File: src/rtl/wb_sequencer.sv
// wb_sequencer: merges single-cycle ALU results and buffered LSU results onto
// the register file's single write port, and tracks outstanding slow
// destinations in a scoreboard so decode can stall on RAW/WAW hazards.
// Optional build macro WB_STATS_EN adds stall_cycles / alu_preempt counters.
module wb_sequencer #(
  parameter int XLEN  = 32,
  parameter int DEPTH = 4
) (
  input  logic            clk,
  input  logic            rst,
  input  logic            alu_valid,
  input  logic [4:0]      alu_rd,
  input  logic [XLEN-1:0] alu_data,
  input  logic            lsu_valid,
  output logic            lsu_ready,
  input  logic [4:0]      lsu_rd,
  input  logic [XLEN-1:0] lsu_data,
  input  logic            issue_valid,
  input  logic            issue_slow,
  input  logic [4:0]      issue_rd,
  input  logic [4:0]      issue_rs1,
  input  logic [4:0]      issue_rs2,
  output logic            stall,
  output logic [31:0]     pending,
`ifdef WB_STATS_EN
  output logic [31:0]     stall_cycles,
  output logic [31:0]     alu_preempt,
`endif
  output logic            RegWrite,
  output logic [4:0]      rd,
  output logic [XLEN-1:0] WriteData
);

  localparam int AW = $clog2(DEPTH);
  localparam logic [AW:0] FULL = (AW+1)'(DEPTH);

  logic [4:0]      fifo_rd   [DEPTH];
  logic [XLEN-1:0] fifo_data [DEPTH];
  logic [AW-1:0]   wr_ptr, rd_ptr;
  logic [AW:0]     count;

  logic        alu_wr, push, pop, sb_set;
  logic [4:0]  head_rd;
  logic [31:0] pending_nxt;

  // Port arbitration: ALU always wins; the FIFO head drains when the ALU is idle.
  // lsu_ready comes from the registered count, so a full FIFO refuses a push
  // even on a cycle where it pops.
  always_comb begin
    alu_wr    = alu_valid && (alu_rd != 5'd0);
    lsu_ready = (count < FULL);
    push      = lsu_valid && lsu_ready;
    pop       = !alu_wr && (count != '0);
    head_rd   = fifo_rd[rd_ptr];
    stall     = issue_valid && (((issue_rs1 != 5'd0) && pending[issue_rs1]) ||
                                ((issue_rs2 != 5'd0) && pending[issue_rs2]) ||
                                ((issue_rd  != 5'd0) && pending[issue_rd]));
    sb_set    = issue_valid && !stall && issue_slow && (issue_rd != 5'd0);
  end

  // Scoreboard next value: commit clears, issue sets, set wins on collision.
  always_comb begin
    pending_nxt = pending;
    if (pop && (head_rd != 5'd0)) pending_nxt[head_rd] = 1'b0;
    if (sb_set) pending_nxt[issue_rd] = 1'b1;
    pending_nxt[0] = 1'b0;
  end

  // FIFO storage; contents need no reset because count gates every read.
  always_ff @(posedge clk) begin
    if (push) begin
      fifo_rd[wr_ptr]   <= lsu_rd;
      fifo_data[wr_ptr] <= lsu_data;
    end
  end

  // FIFO pointers and occupancy.
  always_ff @(posedge clk or posedge rst) begin
    if (rst) begin
      wr_ptr <= '0;
      rd_ptr <= '0;
      count  <= '0;
    end else begin
      if (push) wr_ptr <= wr_ptr + 1'b1;
      if (pop)  rd_ptr <= rd_ptr + 1'b1;
      case ({push, pop})
        2'b10:   count <= count + 1'b1;
        2'b01:   count <= count - 1'b1;
        default: count <= count;
      endcase
    end
  end

  // Registered write port; rd/WriteData hold when nothing commits.
  always_ff @(posedge clk or posedge rst) begin
    if (rst) begin
      RegWrite  <= 1'b0;
      rd        <= 5'd0;
      WriteData <= '0;
    end else if (alu_wr) begin
      RegWrite  <= 1'b1;
      rd        <= alu_rd;
      WriteData <= alu_data;
    end else if (pop && (head_rd != 5'd0)) begin
      RegWrite  <= 1'b1;
      rd        <= head_rd;
      WriteData <= fifo_data[rd_ptr];
    end else begin
      RegWrite  <= 1'b0;
    end
  end

  // Scoreboard register.
  always_ff @(posedge clk or posedge rst) begin
    if (rst) pending <= '0;
    else     pending <= pending_nxt;
  end

`ifdef WB_STATS_EN
  // Saturating statistics counters.
  always_ff @(posedge clk or posedge rst) begin
    if (rst) begin
      stall_cycles <= '0;
      alu_preempt  <= '0;
    end else begin
      if (stall && (stall_cycles != '1)) stall_cycles <= stall_cycles + 1'b1;
      if (alu_wr && (count != '0) && (alu_preempt != '1)) alu_preempt <= alu_preempt + 1'b1;
    end
  end
`endif

endmodule

File: config.mk
export PLATFORM = sky130hd
export DESIGN_NAME = wb_sequencer
export DESIGN_NICKNAME = d
export VERILOG_FILES = /design/src/rtl/wb_sequencer.sv
export SDC_FILE = /design/constraint.sdc
export NUM_CORES = 1
export LEC_CHECK = 0
export CAP_MARGIN = 20
export CORE_ASPECT_RATIO = 2
export CORE_UTILIZATION = 40
export DETAILED_ROUTE_END_ITERATION = 12
export PLACE_DENSITY = 0.65
export SYNTH_ARGS = -nofsm -noshare
export SYNTH_HDL_FRONTEND = slang
export SYNTH_SLANG_ARGS = --single-unit
File: constraint.sdc
create_clock -name clk -period 2.65 [get_ports clk]
set_input_delay 0.6625 -clock clk [delete_from_list [all_inputs] [get_ports clk]]
set_output_delay 0.6625 -clock clk [all_outputs]
set_load 0.05 [all_outputs]
After elaboration in Yosys (flattened, before gate mapping). Memories as Yosys holds them, arrays and structs flattened. Cells that the tools add are included.

Flip-flop bits (word level): 76. Logic and storage cells: 71. Memory bits (writable): 148. Memories: 2. Output and inout port bits: 72.

Memory list: fifo_data (depth 4, width 32, rd ports 1, clocked after memory_dff 0, wr ports 1, line 38) `logic [XLEN-1:0] fifo_data [DEPTH];`; fifo_rd (depth 4, width 5, rd ports 1, clocked after memory_dff 0, wr ports 1, line 37) `logic [4:0] fifo_rd [DEPTH];`.

Reductions and logical operators: 25. Equality and inequality tests: 2. Order comparisons: 7. Bitwise operators: 3. Multiplexer cells: 21. $add $sub $neg: 4.

Operator list (number): 32-bit 2-to-1 mux (4); 32-bit AND (1); 32-bit NOT (1); 32-bit OR (1); 5-bit nonzero test (5); 5-bit by 6-bit < comparator with 1-bit output (second input constant) (4); 1-bit binary-select mux with 5-bit select (3); 1-bit logical AND (13); 1-bit demux with 5-bit select (2); 5-bit by 1-bit >= comparator with 1-bit output (second input constant) (2); 5-bit 2-to-1 mux (2); 1-bit 2-to-1 mux (9); 3-bit case mux with 2 select lines (1); 2-bit by 1-bit adder with 2-bit output (second input constant) (2); 2-bit nonzero test (2); 3-bit by 1-bit adder with 3-bit output (second input constant) (1); 3-bit < comparator (second input constant) (1); 3-bit nonzero test (1); 3-bit by 1-bit subtractor with 3-bit output (second input constant) (1); 2-bit by 1-bit == test with 1-bit output (second input constant) (1); 2-bit == test (second input constant) (1); 1-bit logical NOT (2); 1-bit logical OR (2).

Depth between registers and ports, before layout.
Depth after elaboration: 11. Mapped depth: 10.

Worst setup path before layout. OpenSTA, ideal clock, no wires.

Path type: in2out. Start: in issue_rs1[0]. End: out stall. Slack: -0.816 ns. Path buffers: 1. Arrival: 2.804 ns. Stages on the path: 6. Cells stage by stage: buf_6 > mux4_2 > inv_1 > a2111oi_1 > nor4_2 > a31oi_1.

Cells in the longest elaborated chain, start to end: 6. Elaborated cells on any way between the ends: 7. Those cells by class: mux: 2; reduce/logical: 5.

Ends and longest elaborated chain: from (decl) (line 21) `input logic [4:0] issue_rs1,`; 1-bit binary-select mux with 5-bit select (line 55) `stall = issue_valid && (((issue_rs1 != 5'd0) && pending[issue_rs1]) ||`; 1-bit 2-to-1 mux (implied by the code) (line 55); 1-bit logical AND (*) (line 55); 1-bit logical OR (*) (line 55); 1-bit logical OR (*) (line 56) `((issue_rs2 != 5'd0) && pending[issue_rs2]) ||`; 1-bit logical AND (*) (line 55); to (decl) (line 23) `output logic stall,`.

Every way passes the cells marked *; elsewhere a longest branch is shown, timed or not. The select of a mux whose other input is x is not followed.

Worst setup path after layout.
Start: in issue_rd[4]. End: out stall.

Cells in the longest elaborated chain, start to end: 5. Elaborated cells on any way between the ends: 6. Those cells by class: mux: 2; reduce/logical: 4.

Ends and longest elaborated chain: from (decl) (line 20) `input logic [4:0] issue_rd,`; 1-bit binary-select mux with 5-bit select (line 57) `((issue_rd != 5'd0) && pending[issue_rd]));`; 1-bit 2-to-1 mux (implied by the code) (line 57); 1-bit logical AND (*) (line 57); 1-bit logical OR (*) (line 56); 1-bit logical AND (*) (line 55).

Marks and branches as above.

==> out/qor.yml <==
status: "finished, violations left"
violations: "setup timing"
cts_max_level: 1
synth_fp_nets: 775
die_x_microns: 114
design.core.area_sq_um: 24500
fin_util_pct: 55.8
cts-root-buf: "clkbuf_16"
initial_core_util_pct: 40.7
ant_nets: 0
max_stage_delay_ps: 440
cts_buffers: 20
vias: 6749
place_ws_ps: -863
hold_viol_final: 0
setup_ws_ps: -394
area_growth_pct: 37.1
min_to: "WriteData[30]$_DFFE_PP0P_"
critPathLaunch: "issue_rd[4]"
worstHoldStart: "WriteData[30]$_DFFE_PP0P_"
critPathLaunchType: "input port"
worstHoldPathCells: 1
reg2reg_setup_slack_ps: 150
finalCriticalPeriod_ps: 3040
synth.area.top_cells: "edfxtp_1 (44%), dfrtp_1 (19%), mux4_2 (11%)"
seq_area_frac_synth_pct: 63.5
clockBufferDepth: 3
p_leak_nw: 5.21
p_per_area_nw_per_um2: 1030
synth_edf_count: 148
cts.sinks: 224
placementRows: 81
rsz0062_at_grt: "yes"
worstSetupPathDepth: 8
synthArstFlopShare_pct: 33.9
final_nets: 1040
crit_arrival_ps: 2380
grt.overflow.total: 0
dp_hpwl_microns: 20200
ir_worst_vdd_uv: 906
slew-limit-headroom_pct: 58.7
avgSynthCellArea_sq_um: 14.8
maxCapViolCount: 0
synthDistinctLibCells: 57
initialDrtViolationCount: 231
mappedNetlistArea_sq_um: 9990
yosysTopAreaCell: "edfxtp_1"
fmax_ghz: 0.328
path_buf_inv: 3
crit_required_ps: 1990
synth_top_area_share_pct: 44.5
io_pins: 167
routed_via_density: 5.24
path_class: "input port to primary output"
drive_above_1_share_pct: 25.0
endpoint_kind: "primary output"
r2r_end: "WriteData[16]$_DFFE_PP0P_"
yosysWarnings: 0
drc: 0
synth_common_cells: "edfxtp_1 (148), nand2_1 (123), dfrtp_1 (76), mux4_2 (49), mux2_1 (41)"
fin_skew_ps: 12.9
clk_pin_slew_ps: 60
r2r-start: "rd_ptr[0]$_DFFE_PP0P_"
min-delay-path-class: "flop to flop"
finalSetupViolCount: 1
grt_use_total_pct: 22.5
first_pass_iters: 4
fin_crit_sh_pct: 115
insertion_delay_ps: 510
yosysMostFrequentCell: "edfxtp_1"
path_cells: "dlygate4sd2_1, or3_1, buf_4, nor2_1, a21oi_2, nor4b_4, a31oi_4, buf_6"
grt_max_degree: 55
grt_first_pass_wirelength_microns: 42300
r2r_cells: 6
die_y_microns: 225
critPathSlowestCell: "or3_1"
cp_max_fo: 6
crit_family: "simple AND/OR/NAND/NOR gates"
syn_inst: 674
ys_ff_latch: 224
dieArea_sq_um: 25600
worst_pin_slew_ps: 617
gp_congestion: 0.912
cts_tree: "yes"
total_power_mw: 14.1
wire_per_inst_microns: 21.3
grt_pass1_vias: 7475
grt_antenna_before_repair: 2
slew_violations: 0
hold_buffers: 0
synthFlopType: "edfxtp_1"
totalWireLength_microns: 27400
port_buffers: 165
-- cells in the final DEF, fill, tap and decap left out, drive strengths merged, types with 10 or more instances in the layout --
cell type / count
clkdlybuf4s50: 153
edfxtp: 148
nand2: 123
buf: 115
dfrtp: 76
o21ai: 58
mux4: 49
mux2: 42
clkbuf: 29
inv: 16
mux2i: 16
nor2b: 10
-- power by group --
part | internal [mW] | switching [mW] | total [mW]
logic | 2.63 | 3.66 | 6.29
registers | 4.56 | 0.502 | 5.06
clock network | 1.55 | 1.22 | 2.77
-- kinds of logic (layout without fill, tap and decap cells) --
kind of cell,Yosys count,in the layout,share of synthesized area (%)
flops,224,224,63.5
other cells,1,3,0.0375
simple gates,191,191,9.63
buf+inv,51,330,2.69
xor+xnor,6,6,0.526
fa+ha+maj,6,6,0.827
compound gates,88,88,5.34
mux,107,107,17.4
-- area by class of cell --
class                   count  area (sq um)
repair buffers            277          2650
fillers                  2081         10800
flip-flops and latches    224          6350
well taps                 332           415
clock inverters             8          60.1
diodes                      2          5.00
clock buffers              28           552
inverters                  17          65.1
multi-input cells         399          3590
-- state kept, by name, summed over array words and instances, names as in the netlist --
register	count
RegWrite	1
WriteData	32
count	3
fifo_data	128
fifo_rd	20
pending	31
rd	5
rd_ptr	2
wr_ptr	2
-- worst max path at each step --
| stage | to | slack, ps |
|---|---|---|
| after floorplan | stall | -210 |
| after global placement | stall | -850 |
| after detailed placement | stall | -860 |
| after CTS | stall | -410 |
| after global routing | stall | -450 |
| final | stall | -390 |
-- routing by layer --
| metal | global-route usage [%] | routed length [microns] | vias to the layer above |
|---|---|---|---|
| met4 | 13.8 | 1490 | 0 |
| met5 | 0 | 0 | - |
| met1 | 21.3 | 8740 | 3386 |
| met2 | 44.2 | 16000 | 215 |
| met3 | 3.25 | 1180 | 73 |
| li1 | - | - | 3075 |
-- what timing repair did --
action                     CTS  global route
hold endpoints to repair     0             0
setup endpoints to repair   32            31
buffers inserted             8             2
pin swaps                    8            11
resized for setup           43            10
gates cloned                 1             0
-- through the flow --
stage	instance area [sq um]	cells	setup TNS, ps	hold WS [ps]
final	13700	1287	-394	486
after floorplan	10100	674	-208	467
after global placement	12900	1239	-37780	474
after global routing	13700	1287	-448	515
after detailed placement	12900	1239	-37860	481
after CTS	13600	1284	-412	495
(Power assumes the default switching activity.)
